<file path="src/rtl/shared_out_arbiter_pkg.sv">
// Shared types and code mapping for every writer of the shared code output.
// Other blocks that produce codes for this output import the same mapping.
package shared_out_pkg;

  typedef enum logic [1:0] {
    IDLE,
    GRANT,
    LOCKED
  } arb_state_t;

  localparam int unsigned CODE_DEFAULT = 2;
  localparam int unsigned CODE_W_MAX   = 64;

  // 0 and 1 pass through unchanged; every other code collapses to CODE_DEFAULT.
  function automatic int unsigned map_code(input logic [CODE_W_MAX-1:0] code);
    if (code == '0) begin
      return 0;
    end else if (code == CODE_W_MAX'(1)) begin
      return 1;
    end else begin
      return CODE_DEFAULT;
    end
  endfunction

endpackage

</file>
<file path="src/rtl/shared_out_arbiter_if.sv">
// Requester/output bundle of the shared output arbiter.
// The master side is the requester population; the slave side is the arbiter.
interface shared_out_arbiter_if #(
  parameter int unsigned NUM_REQ = 2,
  parameter int unsigned DATA_W  = 2
);
  localparam int unsigned IdxW = $clog2(NUM_REQ);

  logic [NUM_REQ-1:0]        req_valid;
  logic [NUM_REQ*DATA_W-1:0] req_code;
  logic [NUM_REQ-1:0]        req_lock;
  logic [NUM_REQ-1:0]        req_ready;
  logic [DATA_W-1:0]         binary_out;
  logic                      out_valid;
  logic [IdxW-1:0]           out_src;

  modport master (
    output req_valid,
    output req_code,
    output req_lock,
    input  req_ready,
    input  binary_out,
    input  out_valid,
    input  out_src
  );

  modport slave (
    input  req_valid,
    input  req_code,
    input  req_lock,
    output req_ready,
    output binary_out,
    output out_valid,
    output out_src
  );

endinterface

</file>
<file path="src/rtl/shared_out_arbiter_rr_pick.sv">
// Combinational round-robin search: first set bit of valid_i after position ptr_i,
// wrapping, so the requester at ptr_i itself is examined last.
module rr_pick #(
  parameter int unsigned NUM_REQ = 2,
  localparam int unsigned IdxW   = $clog2(NUM_REQ)
) (
  input  logic [NUM_REQ-1:0] valid_i,
  input  logic [IdxW-1:0]    ptr_i,
  output logic [NUM_REQ-1:0] grant_o,
  output logic [IdxW-1:0]    idx_o,
  output logic               any_o
);

  logic [IdxW-1:0] pos;

  always_comb begin
    grant_o = '0;
    idx_o   = '0;
    any_o   = 1'b0;
    pos     = '0;
    for (int unsigned k = 1; k <= NUM_REQ; k++) begin
      pos = IdxW'((32'(ptr_i) + k) % NUM_REQ);
      if (!any_o && valid_i[pos]) begin
        any_o        = 1'b1;
        idx_o        = pos;
        grant_o[pos] = 1'b1;
      end
    end
  end

endmodule

</file>
<file path="src/rtl/shared_out_arbiter.sv">
// Sole owner of the shared code output: round-robin arbitration with bounded lock,
// one admitted transfer per cycle, mapped code registered one cycle later.
module shared_out_arbiter
  import shared_out_pkg::*;
#(
  parameter int unsigned NUM_REQ  = 2,
  parameter int unsigned DATA_W   = 2,
  parameter int unsigned MAX_HOLD = 4
) (
  input logic                 clk,
  input logic                 rst_n,
  shared_out_arbiter_if.slave bus
);

  localparam int unsigned IdxW  = $clog2(NUM_REQ);
  localparam int unsigned HoldW = $clog2(MAX_HOLD + 1);

  arb_state_t         state_q, state_d;
  logic [IdxW-1:0]    rr_ptr_q, rr_ptr_d;
  logic [HoldW-1:0]   hold_cnt_q, hold_cnt_d;
  logic [DATA_W-1:0]  binary_out_q, binary_out_d;
  logic               out_valid_q;
  logic [IdxW-1:0]    out_src_q;

  logic [NUM_REQ-1:0] pick_valid;
  logic [NUM_REQ-1:0] pick_grant;
  logic [IdxW-1:0]    pick_idx;
  logic               pick_any;

  logic [NUM_REQ-1:0] grant;
  logic [IdxW-1:0]    grant_idx;
  logic               transfer;
  logic [DATA_W-1:0]  code_sel;
  logic               owner_valid;
  logic               owner_lock;
  logic               hold_full;

  assign owner_valid = bus.req_valid[rr_ptr_q];
  assign owner_lock  = bus.req_lock[rr_ptr_q];
  assign hold_full   = (hold_cnt_q == HoldW'(MAX_HOLD));

  // Owner is removed from the search once its lock budget is spent.
  always_comb begin
    pick_valid = bus.req_valid;
    if (state_q == LOCKED && hold_full) begin
      pick_valid[rr_ptr_q] = 1'b0;
    end
  end

  rr_pick #(
    .NUM_REQ(NUM_REQ)
  ) u_rr_pick (
    .valid_i(pick_valid),
    .ptr_i  (rr_ptr_q),
    .grant_o(pick_grant),
    .idx_o  (pick_idx),
    .any_o  (pick_any)
  );

  always_comb begin
    state_d    = state_q;
    rr_ptr_d   = rr_ptr_q;
    hold_cnt_d = hold_cnt_q;
    grant      = '0;
    grant_idx  = '0;
    unique case (state_q)
      IDLE, GRANT: begin
        if (pick_any) begin
          grant      = pick_grant;
          grant_idx  = pick_idx;
          rr_ptr_d   = pick_idx;
          state_d    = bus.req_lock[pick_idx] ? LOCKED : GRANT;
          hold_cnt_d = bus.req_lock[pick_idx] ? HoldW'(1) : '0;
        end else begin
          state_d    = IDLE;
          hold_cnt_d = '0;
        end
      end
      LOCKED: begin
        if (owner_valid && !hold_full) begin
          grant[rr_ptr_q] = 1'b1;
          grant_idx       = rr_ptr_q;
          if (owner_lock) begin
            hold_cnt_d = hold_cnt_q + HoldW'(1);
          end else begin
            state_d    = GRANT;
            hold_cnt_d = '0;
          end
        end else if (pick_any) begin
          // Owner dropped out or is barred: behave as GRANT among the others.
          grant      = pick_grant;
          grant_idx  = pick_idx;
          rr_ptr_d   = pick_idx;
          state_d    = bus.req_lock[pick_idx] ? LOCKED : GRANT;
          hold_cnt_d = bus.req_lock[pick_idx] ? HoldW'(1) : '0;
        end else if (owner_valid) begin
          // Budget spent but nobody else wants the output: keep serving the owner.
          grant[rr_ptr_q] = 1'b1;
          grant_idx       = rr_ptr_q;
          state_d         = owner_lock ? LOCKED : GRANT;
          hold_cnt_d      = owner_lock ? HoldW'(1) : '0;
        end else begin
          state_d    = IDLE;
          hold_cnt_d = '0;
        end
      end
      default: begin
        state_d    = IDLE;
        hold_cnt_d = '0;
      end
    endcase
  end

  assign transfer     = |grant;
  assign code_sel     = bus.req_code[grant_idx*DATA_W +: DATA_W];
  assign binary_out_d = DATA_W'(map_code(CODE_W_MAX'(code_sel)));

  always_ff @(posedge clk or negedge rst_n) begin
    if (!rst_n) begin
      state_q    <= IDLE;
      rr_ptr_q   <= IdxW'(NUM_REQ - 1);
      hold_cnt_q <= '0;
    end else begin
      state_q    <= state_d;
      rr_ptr_q   <= rr_ptr_d;
      hold_cnt_q <= hold_cnt_d;
    end
  end

  always_ff @(posedge clk or negedge rst_n) begin
    if (!rst_n) begin
      binary_out_q <= '0;
      out_valid_q  <= 1'b0;
      out_src_q    <= '0;
    end else if (transfer) begin
      binary_out_q <= binary_out_d;
      out_valid_q  <= 1'b1;
      out_src_q    <= grant_idx;
    end else begin
      out_valid_q  <= 1'b0;
    end
  end

  assign bus.req_ready  = grant;
  assign bus.binary_out = binary_out_q;
  assign bus.out_valid  = out_valid_q;
  assign bus.out_src    = out_src_q;

endmodule
</file>
<file path="src/flat_wrapper.sv">
// flat-port wrapper written by rule: the top's interface ports become plain ports
module shared_out_arbiter_flat import shared_out_pkg::*;
#(
  parameter int unsigned NUM_REQ  = 2,
  parameter int unsigned DATA_W   = 2,
  parameter int unsigned MAX_HOLD = 4
)
  (clk, rst_n, bus_req_valid, bus_req_code, bus_req_lock, bus_req_ready, bus_binary_out, bus_out_valid, bus_out_src);
  shared_out_arbiter_if #(.NUM_REQ(NUM_REQ), .DATA_W(DATA_W)) bus_i ();
  input logic clk;
  input logic rst_n;
  input wire logic [$bits(bus_i.req_valid)-1:0] bus_req_valid;
  input wire logic [$bits(bus_i.req_code)-1:0] bus_req_code;
  input wire logic [$bits(bus_i.req_lock)-1:0] bus_req_lock;
  output wire logic [$bits(bus_i.req_ready)-1:0] bus_req_ready;
  output wire logic [$bits(bus_i.binary_out)-1:0] bus_binary_out;
  output wire logic [$bits(bus_i.out_valid)-1:0] bus_out_valid;
  output wire logic [$bits(bus_i.out_src)-1:0] bus_out_src;
  assign bus_i.req_valid = bus_req_valid;
  assign bus_i.req_code = bus_req_code;
  assign bus_i.req_lock = bus_req_lock;
  assign bus_req_ready = bus_i.req_ready;
  assign bus_binary_out = bus_i.binary_out;
  assign bus_out_valid = bus_i.out_valid;
  assign bus_out_src = bus_i.out_src;
  shared_out_arbiter #(.NUM_REQ(NUM_REQ), .DATA_W(DATA_W), .MAX_HOLD(MAX_HOLD)) u_core (.clk(clk), .rst_n(rst_n), .bus(bus_i));
endmodule
</file>
<file path="config.mk">
export PLATFORM = sky130hd
export DESIGN_NAME = shared_out_arbiter_flat
export DESIGN_NICKNAME = d
export VERILOG_FILES = /design/src/rtl/shared_out_arbiter_pkg.sv /design/src/rtl/shared_out_arbiter_if.sv /design/src/rtl/shared_out_arbiter_rr_pick.sv /design/src/rtl/shared_out_arbiter.sv /design/src/flat_wrapper.sv
export SDC_FILE = /design/constraint.sdc
export NUM_CORES = 1
export LEC_CHECK = 0
export BUFFER_PORTS_ARGS = -buffer_cell sky130_fd_sc_hd__buf_2
export CORE_UTILIZATION = 45
export CTS_BUF_LIST = sky130_fd_sc_hd__clkbuf_16
export DETAILED_ROUTE_END_ITERATION = 8
export GPL_TIMING_DRIVEN = 0
export PLACE_DENSITY = 0.7
export SLEW_MARGIN = 20
export SYNTH_ARGS = -nofsm -noshare
export SYNTH_HDL_FRONTEND = slang
export SYNTH_HIERARCHICAL = 1
export SYNTH_SLANG_ARGS = --single-unit
</file>
<file path="constraint.sdc">
create_clock -name clk -period 3.09 [get_ports clk]
set_clock_uncertainty 0.15 [all_clocks]
set_input_delay 0 -clock clk [delete_from_list [all_inputs] [get_ports clk]]
set_output_delay 0 -clock clk [all_outputs]
set_load 0.01 [all_outputs]
</file>
Yosys cells after proc, flatten, opt, wreduce, memory -nomap -nowiden:

Cells that the tools add are included.
W data, S select, Z words.

* register bits: 10
* input port bits: 10
* logic and storage cells: 95

* equal/unequal tests: 6
* mux-type cells: 55
* shift-type cells: 1
* add/subtract/negate cells: 3
* bitwise operators: 3
* magnitude comparators: 7
* reduce and logical (&&, ||, !) cells: 14

Operators with widths (count)
* $mux W2: 16
* $mux W1: 26
* $mux W3: 5
* $lt A1 B2 Y1 const B: 4
* $pmux W2 S2: 2
* $logic_and A1 B1 Y1: 6
* $pmux W3 S2: 1
* $eq A2 B1 Y1 const B: 2
* $logic_not A2 Y1: 2
* $pmux W1 S2: 2
* $reduce_or A2 Y1: 2
* $shiftx A4 B3 Y2: 1
* $add A3 B1 Y3 const B: 1
* $demux W1 S1: 3
* $eq A3 B3 Y1 const B: 1
* $ge A1 B1 Y1 const B: 3
* $ne A3 B3 Y1 const B: 1
* $add A1 B1 Y1 const B: 2
* $and A2 B2 Y2: 1
* $eq A2 B2 Y1 const B: 1
* $logic_not A1 Y1: 2
* $ne A2 B2 Y1 const B: 1
* $not A2 Y2: 1
* $or A2 B2 Y2: 1
* other kinds (2): 2

Logic depth before layout (Yosys ltp):

Gate-level depths: netlist of the first run.

* depth in word-level cells: 20
* gate-level depth with buffers: 12

Cells and area by module:

The synthesis of the first run kept the hierarchy.

By module, submodules not included
* shared_out_arbiter: seq. area each 251.5 um^2, area an instance 723.2 um^2, cells an instance 72, times used 1
* rr_pick: seq. area each 0.0 um^2, area an instance 32.5 um^2, cells an instance 5, times used 1

Worst setup path before layout of the first run:

OpenSTA, ideal clock, no wires.

* path kind: register to register
* start point: register u_core.hold_cnt_q[0]
* end point: register u_core.binary_out_q[1], in the netlist u_core/bus.binary_out[1]
* data required time: 2.815 ns
* arrival: 2.468 ns
* setup slack: 0.347 ns
* clock period less this slack: 2.743 ns
* cell stages (with the launch flop): 12
* buffers on the path: 1
* path through: dfrtp_1 -> inv_1 -> ha_1 -> nand2_1 -> nor2_1 -> a21boi_0 -> or2_1 -> clkbuf_4 -> a311oi_4 -> a311oi_2 -> mux2_4 -> mux2_2

* cells in the longest elaborated chain, start to end: 16
* elaborated cells on any way between the ends: 32
* those cells by class: 2 x eq/ne; 1 x shift; 21 x mux; 1 x bitwise; 7 x reduce/logical

RTL lines
* from (decl): line shared_out_arbiter.sv:20 `logic [HoldW-1:0] hold_cnt_q, hold_cnt_d;`
* from (signal assigned): line shared_out_arbiter.sv:126 `hold_cnt_q <= hold_cnt_d;`
* $eq A3 B3 Y1 (*): line shared_out_arbiter.sv:40 `assign hold_full = (hold_cnt_q == HoldW'(MAX_HOLD));`
* $logic_and A1 B1 Y1 (*): line shared_out_arbiter.sv:45 `if (state_q == LOCKED && hold_full) begin`
* $mux W2 (*): line shared_out_arbiter.sv:45
* net u_core.pick_valid[1]: line shared_out_arbiter.sv:25 `logic [NUM_REQ-1:0] pick_valid;`
* $mux W1 (not written as such) (2 in a row): line shared_out_arbiter_rr_pick.sv:23 `if (!any_o && valid_i[pos]) begin`
* $mux W1: line shared_out_arbiter_rr_pick.sv:23
* $logic_not A1 Y1: line shared_out_arbiter_rr_pick.sv:23
* $logic_and A1 B1 Y1: line shared_out_arbiter_rr_pick.sv:23
* $mux W1 (*): line shared_out_arbiter_rr_pick.sv:23
* net u_core.pick_any: line shared_out_arbiter.sv:28 `logic pick_any;`
* $mux W1: line shared_out_arbiter.sv:89 `end else if (pick_any) begin`
* $mux W1: line shared_out_arbiter.sv:80 `if (owner_valid && !hold_full) begin`
* $pmux W1 S2: line shared_out_arbiter.sv:66 `unique case (state_q)`
* $shiftx A4 B3 Y2: line shared_out_arbiter.sv:115 `assign code_sel = bus.req_code[grant_idx*DATA_W +: DATA_W];`
* $eq A2 B1 Y1: line shared_out_arbiter_pkg.sv:18 `end else if (code == CODE_W_MAX'(1)) begin`
* $mux W2: line shared_out_arbiter_pkg.sv:18
* $mux W2: line shared_out_arbiter_pkg.sv:16 `if (code == '0) begin`
* to (signal assigned): line shared_out_arbiter.sv:136 `binary_out_q <= binary_out_d;`
* to (decl): line shared_out_arbiter.sv:21 `logic [DATA_W-1:0] binary_out_q, binary_out_d;`

Mark *: on every way through the listed nets, which the timed path passes. The rest lies on a longest branch. The select of a mux whose other input is x is not followed.
A chain may end at the register's enable or synchronous reset.

Worst setup path in the final report of the first run:

Same ends and word-level chain as after synthesis.

==> results, run 1 <==
- The run finished with clean final reports.
- Sorting the synthesized cells by how often they occur yields 9 x dfrtp_1, 7 x inv_1, 7 x nand2_1.
- For this run, the top clock speed supported by timing is 339.9 MHz.
- The hold slack is 5.828 ps.
- The most used flip-flop cell after synthesis is dfrtp_1.
- The per-cell routed wire length is 13.97 µm.
- The area used by multi-input combinational logic is 484.2 µm².
- The kind of start point of the critical path is a register.
- The root buffer cell chosen for the clock tree is clkbuf_16.
- The sequential area share after synthesis is 0.3328.
- The post-layout minimum cycle time is 2942 ps.
- The highest net fanout along the worst path is 10.
- The class of the worst hold path is in2async.
- The total area inside the core boundary comes to 1541 µm².
- The effective utilization at floorplan is 0.4903.
- In this run the remaining antenna-violating nets after routing total 0.
- The worst register-to-register path ends at u_core/bus.binary_out[1].
- Synthesis inferred 10 register bits.
- The element type at the critical path end is a register.
- The required arrival time at the worst endpoint is 3060 ps.
- The total overflow left after global routing is 0.
- The first detailed-routing pass ran for 5 iterations.
- The share of total power dissipated in combinational logic is 0.474.
- The die extent in x is 42.98 µm.
- The detailed-route DRC error count is 0.
- The ratio of routed vias to standard cells is 5.610.
- The count of final setup violators is 0.
- For the pin with the worst max-slew slack, the measured transition is 423.1 ps.
- The clock group share of total power is 0.262.
- The number of buffers on the longest clock path is 2.
- Across the run, the number of max-cap violations was 0.
- For the final routed database, the setup TNS stands at 0 ps.
- The maximum VDD drop is 0.5707 mV.
- The clock sink count is 10.
- In the global route stage, overall resource usage came out at 0.2130.
- The share of the clock period used by the worst path is 0.9520.
- The floorplan has 14 rows.
- The design draws 866.0 µW.
- The total of fill cells in the finished design is 143.
- The cell taking the most area after synthesis is dfrtp_1.
- The total leakage power is 0.4623 nW.
- The number of non-filler instances in the completed layout is 118.
- The clock latency on the worst-skew pair is 230 ps.
- The die covers 1847 µm².
- The number of distinct standard cells referenced by the synthesized netlist is 37.
- Counting the buffers created by CTS gives 3.
- Of all flip-flops after synthesis, the portion carrying an async set or reset was 1.000.
- The post-synthesis to final-layout area growth is 33.11%.
- After synthesis the cells add up to 755.7 µm².
- The via count of the first global-routing pass is 641.
- The most frequent cell after synthesis is dfrtp_1.
- The count of input and output buffers is 15.
- The repair_antennas step left the layout with diodes totalling 0.
- The number of hold-slack violations in the final timing report was 0.
- Clock-pin slew was measured on the worst setup and hold paths at 40 ps.
- The vertical die dimension is 42.98 µm.
- The per-instance average area after synthesis is 9.815 µm².
- Traced cell by cell, the critical path runs through inv_1 -> ha_1 -> nand2_1 -> o31a_1 -> or2_1 -> clkbuf_4 -> nand3b_1 -> a21oi_1 -> a311oi_4 -> mux2_4 -> mux2_2.
- The post-detailed-placement half-perimeter wirelength is 1.137 mm.
- The share of Yosys cell area claimed by the top area cell type is 0.2980.
- The initial DRC count is 6.
- The cell-internal power is 552.7 µW.
- The congestion estimate from routability-driven global placement came to 0.8037.
- The analysis attributes to net switching a power of 313.3 µW.
- During synthesis, Yosys emitted a total of 6 warnings.
- The tightest slew margin relative to the limit is 0.7149.
- CTS built an H-tree with a depth of 1.
- The switching power as a share of total power is 0.3618.
- The kind of cell with the highest combined delay along the critical path is compound AO/OA/AOI/OAI gates.
- The number of instances in the placed design is 108.
- The combined buffer and inverter count along the critical path is 2.
- The cell with the biggest individual delay on the critical path is dfrtp_1.
- The net total in the final layout is 115.
- The CTS tree is built.
- Synthesis produced a netlist whose cell count is 77.
- The worst setup path is of the reg2reg kind.
- The initial antenna violation count came to 0.
- The largest stage delay on the critical path is 390 ps.
- The arrival time reported for the critical path endpoint is 2910 ps.
- The count of final max-slew check failures came to 0.
- Entering global routing, the biggest net connects 11 pins.
- In this run the critical register-to-register path is launched from u_core/hold_cnt_q[0].
- The total power divided by cell area is 860.8 nW/µm².
- The I/O pin count is 16.
- After synthesis, the cell types taking the most area are dfrtp_1 30%, a311oi_4 7.0%, mux2_2 6.0%, mux2i_1 4.0%, dfstp_2 3.5%.
- In the final layout, the share of cells above drive strength 1 is 0.3627.
- Setup repair after global routing left no endpoint under its margin.
- In this run, synthesis inferred 0 flip-flops with an integrated enable.
- The routed wire length is 1.649 mm.
- Counting every net in the synthesized netlist gives 89.
- The area occupied by registers is 251.5 µm².
- The slack of the worst reg-to-reg path is 150 ps.
- Counting cells, the worst reg-to-reg path comes to 11.
- The global-route wire length before repair is 2.898 mm.
- The routed layout has 662 vias.
- The part of the total power dissipated in sequential elements is 0.264.
[power groups by stage]
stage	Clock [mW]	Combinational, mW	Sequential, mW
after floorplan	0	0.276	0.234
after detailed placement	0	0.379	0.227
after CTS	0.232	0.398	0.228
after global placement	0	0.371	0.226
after global routing	0.242	0.449	0.239
final	0.227	0.410	0.229
[kinds of logic after synthesis]
family,count (synthesis),synth area share
simple gates,24,0.1788
compound gates,23,0.2732
flops,10,0.3328
buf+inv,9,0.05133
mux,8,0.1192
fa+ha+maj,2,0.03311
xor+xnor,1,0.01159
[registers in the layout (all words and copies together), names as in the netlist]
register	count
u_core/hold_cnt_q	3
u_core/bus.binary_out	2
u_core/state_q	2
u_core/bus.out_src	1
u_core/bus.out_valid	1
u_core/rr_ptr_q	1
[cell usage in the layout (no fill, tap or decap), types with 2 or more instances in the layout]
cell type	count
a21boi_2	3
a21oi_1	3
a311oi_4	3
buf_2	16
clkbuf_16	3
dfrtp_1	9
dlygate4sd3_1	5
ha_1	2
inv_1	7
mux2_2	4
mux2i_1	3
nand2_1	7
nand2b_1	2
nand3_1	2
nor2_1	4
nor2b_1	2
o21ai_0	4
[final cells by class]
class / count / area share
Timing Repair Buffer: 21 / 0.1318
Buffer: 2 / 0.01244
Multi-Input combinational cell: 58 / 0.4813
Clock inverter: 1 / 0.003731
Sequential cell: 10 / 0.2500
Clock buffer: 3 / 0.07463
Inverter: 7 / 0.02612
Tap cell: 16 / 0.01990
[timing repair]
| action | in CTS | in global routing |
|---|---|---|
| buffers inserted | 0 | 1 |
| setup endpoints to repair | 1 | 3 |
| pin swaps | 0 | 1 |
| hold endpoints to repair | 12 | 0 |
| gates resized for setup | 2 | 3 |
| hold buffers | 5 | 0 |
[worst register-to-register path, delay by kind of cell, from the launching register on]
kind            cells  cell delay (ps)
compound gates      3              690
mux                 2              570
simple gates        3              500
flops               1              390
buf+inv             2              290
fa+ha+maj           1              240
[worst max path at each step]
stage                    startpoint  slack [ps]                  endpoint  depth (start not counted)
2_1_floorplan  u_core/hold_cnt_q[0]         350  u_core/bus.binary_out[1]                         11
3_3_place_gp   u_core/hold_cnt_q[0]          40  u_core/bus.binary_out[1]                         11
3_5_place_dp   u_core/hold_cnt_q[0]          10  u_core/bus.binary_out[1]                         11
4_1_cts        u_core/hold_cnt_q[0]          20  u_core/bus.binary_out[1]                         11
5_1_grt        u_core/hold_cnt_q[0]           6  u_core/bus.binary_out[1]                         11
6_report       u_core/hold_cnt_q[0]         150  u_core/bus.binary_out[1]                         11
[metrics by stage]
stage	util	area, µm²	setup slack, ps
4_1_cts	0.6429	991.0	18.26
3_3_place_gp	0.5519	850.8	36.82
2_1_floorplan	-	755.7	347.1
5_1_grt	0.6526	1006	6.489
6_report	0.6526	1006	148.2
3_5_place_dp	0.5519	850.8	14.94
[routing by layer]
metal  vias to the layer above  track usage  part of all wire
met3                         2      0.06383             0.025
met5                         -            0                 0
met4                         0      0.07273            0.0049
li1                        327            -                 -
met2                        17       0.3515              0.52
met1                       316       0.2643              0.45
(Power assumes the default switching activity.)
==> run 2: changes to the inputs <==
- CTS_BUF_LIST: sky130_fd_sc_hd__clkbuf_16 -> sky130_fd_sc_hd__clkbuf_8
==> results, run 2 (synthesis gave the netlist of run 1 again) <==
- After detailed routing, the met2 layer carries 752 µm of wire.
- The global-route wire length before repair is 2.704 mm.
- Wire segments on met3 add up to 21 µm in the final route.
- Leaving out fill and tap cells, the most frequent cell in the layout is buf_2.
- The detailed-route wire length on metal 1 is 734 µm.
- The element type at the critical path end is a register.
- The number of buffers on the longest clock path is 2.
- The transition at the pin with the smallest max-transition slack is 481.4 ps.
- The floorplan step set the die width to 42.98 µm.
- Power spread over the standard cell area amounts to 808.8 nW/µm².
- On the worst path, the slowest cell contributes a delay of 390 ps.
- In this run, the number of DRC markers left after iteration 0 of detailed routing was 5.
- The routed wire length is 1.516 mm.
- The residual antenna-violating net count after detailed routing is 0.
- The worst setup path is launched from a register.
- The clock group share of total power is 0.203.
- IR analysis of the VDD net gives a maximum drop of 0.5066 mV.
- The H-tree depth reported by CTS is 1.
- Dividing the final minimum period by the clock period gives 0.9416.
- The count of antenna diodes in the layout is 0.
- For this run, the total global-route usage over all layers was measured as 0.1934.
- The highest net fanout along the worst path is 10.
- Setup repair after global routing left no endpoint under its margin.
- The tool flagged a number of max-cap violations equal to 0.
- The register with the most flip-flops in the layout has 3 of them.
- Internal power comes to 494.0 µW.
- The part of the total power dissipated in sequential elements is 0.285.
- Static timing analysis puts the maximum clock frequency at 343.7 MHz.
- In this run the power spent charging and discharging nets is 297.4 µW.
- The run finished with clean final reports.
- Of the total power, combinational logic draws 0.512.
- The highest metal layer with signal wires is met4.
- The total leakage power is 0.4520 nW.
- The detailed-route DRC error count is 0.
- The initial antenna violation count came to 0.
- Once layout is complete, the utilization of the core stands at 0.6347.
- In the layout the commonest cells are 16 x buf_2, 9 x dfrtp_1, 7 x inv_1, 7 x nand2_1, 5 x dlygate4sd3_1.
- The die outline area is 1847 µm².
- The root buffer cell chosen for the clock tree is clkbuf_8.
- Of the cells placed in the final design, the portion with a size suffix greater than 1 is 0.3627.
- The ratio of routed vias to standard cells is 5.415.
- Measured along the y axis, the die boundary spans 42.98 µm.
- Input and output buffers added on the ports amount to 15.
- The clock sink count is 10.
- The post-layout minimum cycle time is 2910 ps.
- The switching power as a share of total power is 0.3758.
- The clock transition time at the flip-flop clock pins of the worst setup and hold paths is 50 ps.
- The arrival time reported for the critical path endpoint is 2870 ps.
- The tightest slew margin relative to the limit is 0.6784.
- In the final design database the tool counted 115 nets.
- Pin placement for this block handled 16 I/O pins.
- Entering global routing, the biggest net connects 11 pins.
- TritonCTS built the clock tree.
- Clock latency on the worst-skew pair, taken at its later pin, is 230 ps.
- The effective utilization at floorplan is 0.4903.
- Hold timing on the final database bottoms out at a slack of 8.620 ps.
- The post-detailed-placement half-perimeter wirelength is 1.137 mm.
- The core outline area is 1541 µm².
- The total placed instance area is 850.8 µm².
- The worst hold path belongs to the class in2async.
- The final-layout setup total negative slack is 0 ps.
- The required arrival time at the worst endpoint is 3050 ps.
- The cell with the biggest individual delay on the critical path is dfrtp_1.
- The number of hold-slack violations in the final timing report is 0.
- The finished cells cover 978.4 µm².
- The final weighted congestion of routability-driven global placement is 0.8037.
- Counting flops per register, the top entry is u_core/hold_cnt_q.
- The signal on the critical path passes through inv_1 -> ha_1 -> nand2_1 -> o31a_1 -> or2_1 -> clkbuf_4 -> nand3b_1 -> a21oi_1 -> a311oi_4 -> mux2_4 -> mux2_2.
- After detailed routing, the average wire length per cell comes to 12.85 µm.
- The worst setup path is of the reg2reg kind.
- After global routing the overflow that remains totals 0.
- The filler cells instantiated in the layout total 146.
- The via count of the first global-routing pass is 624.
- The design draws 791.4 µW.
- The number of buffers created by CTS is 3.
- The count of final max-slew check failures came to 0.
- The first detailed-routing pass ran for 4 iterations.
- In this run the core area contains 14 standard-cell rows.
- Setup violations remaining at the end of the flow were counted as 0.
- Detailed routing inserted a total of 639 vias.
- The post-synthesis to final-layout area growth is 29.47%.
-- run 2: cell count changes in the layout (fill, tap and decap cells not counted), sizes merged --
cell and delta:
clkinv -1, clkbuf +1
-- run 2: what timing repair did --
action	in CTS	in global routing
hold buffers	5	0
setup endpoints to repair	0	3
setup buffers	0	1
endpoints found under the hold margin	12	0
gates resized for setup	0	4
-- run 2: worst paths after layout --
| check | startpoint | endpoint | slack [ps] | depth (start not counted) |
|---|---|---|---|---|
| min in group clk | bus_req_code[0] | u_core/bus.binary_out[0] | 60 | 4 |
| worst min-delay path | rst_n | u_core/hold_cnt_q[2] | 9 | 2 |
| worst max-delay path | u_core/hold_cnt_q[0] | u_core/bus.binary_out[1] | 180 | 11 |
| max in group asynchronous | rst_n | u_core/rr_ptr_q | 2530 | 2 |
| worst min register to register | u_core/bus.binary_out[0] | u_core/bus.binary_out[0] | 350 | 1 |
| worst max register to register | u_core/hold_cnt_q[0] | u_core/bus.binary_out[1] | 180 | 11 |
-- run 2: area by class of cell --
| class | count | area [µm²] | share of cell area |
|---|---|---|---|
| sequential | 10 | 251.5 | 0.2570 |
| buffer | 2 | 12.51 | 0.01279 |
| clock buffer | 4 | 55.05 | 0.05627 |
| multi-input combinational | 58 | 480.5 | 0.4910 |
| tap | 16 | 20.02 | 0.02046 |
| inverter | 7 | 26.28 | 0.02685 |
| timing repair buffer | 21 | 132.6 | 0.1355 |
-- run 2: power groups by stage --
stage | combinational [mW] | clock (mW) | sequential, mW
floorplan | 0.276 | 0 | 0.234
global placement | 0.371 | 0 | 0.226
detailed placement | 0.379 | 0 | 0.227
CTS | 0.386 | 0.164 | 0.226
global route | 0.445 | 0.170 | 0.235
finish | 0.405 | 0.160 | 0.226
-- run 2: per-layer routing --
| layer | track usage | up-vias |
|---|---|---|
| met5 | 0 | - |
| li1 | - | 326 |
| met3 | 0.04255 | 2 |
| met1 | 0.2534 | 307 |
| met2 | 0.3212 | 4 |
| met4 | 0.05455 | 0 |
-- run 2: critical path, delay by kind of cell, from the launching register on --
family,cells,cell delay [ps]
compound gates,3,680
mux,2,570
simple gates,3,470
flops,1,390
buf+inv,2,270
fa+ha+maj,1,230
-- run 2: stage by stage --
| step | setup slack (ps) | std cells |
|---|---|---|
| 6_report | 180.4 | 118 |
| 5_1_grt | 28.04 | 118 |
| 2_1_floorplan | 347.1 | 77 |
| 3_3_place_gp | 36.82 | 108 |
| 4_1_cts | 3.398 | 117 |
| 3_5_place_dp | 14.94 | 108 |
==> run 3: changes to the inputs <==
- CORE_ASPECT_RATIO: default -> 1.2
==> results, run 3 (synthesis gave the netlist of run 1 again) <==
- Dividing the final minimum period by the clock period gives 0.9536.
- The die extent in x is 39.41 µm.
- The detailed-router iteration count before antenna repair is 2.
- At the pin with the least slew margin, the transition time is 488.4 ps.
- The effective utilization at floorplan is 0.5033.
- The total of fill cells in the finished design is 137.
- The class of the worst hold path is in2async.
- The type of the setup path with the least slack is reg2reg.
- The vertical die dimension is 46.89 µm.
- After the last flow step, the layout net total stands at 112.
- The tightest slew margin relative to the limit is 0.6710.
- The initial DRC count is 7.
- Clock-pin slew was measured on the worst setup and hold paths at 50 ps.
- The global-route wire length before repair is 2.325 mm.
- The count of buffers added on input and output ports is 15.
- In the global route stage, overall resource usage came out at 0.1865.
- The area used by multi-input combinational logic is 486.7 µm².
- The peak clock frequency supported by timing is 339.4 MHz.
- Subtracting the final worst setup slack from the clock period gives 2947 ps.
- The number of buffers created by CTS is 3.
- Once layout is complete, the utilization of the core stands at 0.6283.
- The total power divided by cell area is 813.1 nW/µm².
- The reg-to-reg critical path startpoint is u_core/hold_cnt_q[0].
- The routed layout has 618 vias.
- The final global-route overflow total is 0.
- The root buffer cell is clkbuf_8.
- The maximum VDD drop is 0.4686 mV.
- The area occupied by registers is 251.5 µm².
- The library cells used most frequently in the layout, excluding fill and tap cells, are 16 x buf_2, 9 x dfrtp_1, 8 x inv_1, 7 x nand2_1.
- Across the run, the number of max-cap violations was 0.
- For the worst flop-to-flop path, the logic depth is 11.
- The highest net fanout along the worst path is 10.
- Counting flops per register, the top entry is u_core/hold_cnt_q.
- For this design the static power due to leakage is 0.4384 nW.
- Leaving out fill and tap cells, the most frequent cell in the layout is buf_2.
- Row generation in the floorplan step produced 15 rows.
- Dividing the detail-routed via count by the number of cells gives 5.328.
- The critical register-to-register path endpoint is u_core/bus.binary_out[1].
- The flow ran to the end, and the final reports show no timing, DRC or antenna violations.
- The core region is 1501 µm².
- Data on the critical path arrives at its endpoint at 2910 ps.
- The CTS tree is built.
- The clock sink count is 10.
- Setup repair after global routing left no endpoint under its margin.
- The ratio of cells with drive above 1 in the final layout is 0.3939.
- The clock reaches the later pin of the worst-skew pair after 230 ps.
- In this run the number of H-tree levels came out at 1.
- The kind of start point of the critical path is a register.
- The die outline area is 1848 µm².
- The register with the most flip-flops in the layout has 3 of them.
- STA puts the critical path data required time at 3050 ps.
- In this run the register-to-register setup slack is 140 ps.
- The detailed-route DRC error count is 0.
- The post-detailed-placement half-perimeter wirelength is 1.168 mm.
- The number of instances in the placed design is 109.
- The worst path meets setup with 143.4 ps of slack.
- The count of final max-slew check failures is 0.
- The number of hold-slack violations in the final timing report is 0.
- The via count of the first global-routing pass was 575.
- The detail route stage leaves a number of antenna-violating nets equal to 0.
- The initial antenna violation count is 0.
- The number of buffers on the longest clock path is 2.
- The pin count of the biggest net entering global routing is 11.
- The count of final setup violators is 0.
- The number of non-filler instances in the completed layout is 116.
- The per-cell routed wire length is 13.22 µm.
- The post-synthesis to final-layout area growth is 24.83%.
- The count of antenna diodes in the layout is 0.
- 16 I/O pins were placed.
- Before CTS, the worst setup slack after placement is -65.99 ps.
- The element type at the critical path end is a register.
- At the end of routability-driven placement, the weighted congestion stood at 0.7354.
- The routed wire length is 1.533 mm.
==> run 3: worst max-delay path, cell delays in order (launching register included) <==
cell and delay (ps):
dfrtp_1 390, inv_1 70, ha_2 220, nand2_1 120, o31a_1 330, or2_1 250
buf_4 200, nand3b_1 100, a21oi_1 70, a311oi_4 340, mux2_4 330, mux2_2 270
==> run 3: worst max path at each step <==
stage | from | endpoint | slack [ps] | cells past startpoint
final | u_core/hold_cnt_q[0] | u_core/bus.binary_out[1] | 140 | 11
after global routing | u_core/hold_cnt_q[0] | u_core/bus.binary_out[1] | 30 | 11
after CTS | u_core/hold_cnt_q[0] | u_core/bus.binary_out[1] | 20 | 11
after detailed placement | u_core/hold_cnt_q[0] | u_core/bus.binary_out[1] | -70 | 11
after global placement | u_core/hold_cnt_q[0] | u_core/bus.binary_out[1] | -5 | 11
after floorplan | u_core/hold_cnt_q[0] | u_core/bus.binary_out[1] | 350 | 11
==> run 3: cell type report <==
class / instances / share of cell area
multi-input combinational: 58 / 0.5159
sequential: 10 / 0.2666
timing repair buffer: 18 / 0.1061
clock buffer: 3 / 0.04377
inverter: 7 / 0.02785
tap: 17 / 0.02255
buffer: 2 / 0.01326
clock inverter: 1 / 0.003979
==> run 3: through the flow <==
step	hold WS, ps	area [µm²]	total power [mW]	setup TNS [ps]
floorplan	-445.6	755.7	0.5097	0
global placement	-280.9	852.1	0.5981	-4.858
detailed placement	-283.1	852.1	0.6065	-65.99
CTS	1.285	907.1	0.7467	0
global route	7.553	943.4	0.8249	0
finish	0.8700	943.4	0.7671	0
==> run 3: repair_timing <==
item | in CTS | in global routing
endpoints found under the hold margin | 10 | 0
resized for setup | 1 | 6
hold buffers | 1 | 0
endpoints found under the setup margin | 1 | 2
setup buffers | 0 | 2
pin swaps | 0 | 2
==> run 3: power breakdown <==
| group | internal [mW] | switching, mW | leakage, nW |
|---|---|---|---|
| registers | 0.188 | 0.0406 | 0.124 |
| clock network | 0.0867 | 0.0477 | 0.0269 |
| logic | 0.194 | 0.210 | 0.287 |
| total | 0.468 | 0.299 | 0.438 |
==> run 3: layer usage <==
layer / global-route usage / up-vias / wire [µm]
li1: - / 321 / -
met1: 0.2236 / 292 / 667
met2: 0.3344 / 5 / 848
met3: 0.004739 / 0 / 17
met4: 0.09655 / 0 / 0
met5: 0 / - / 0
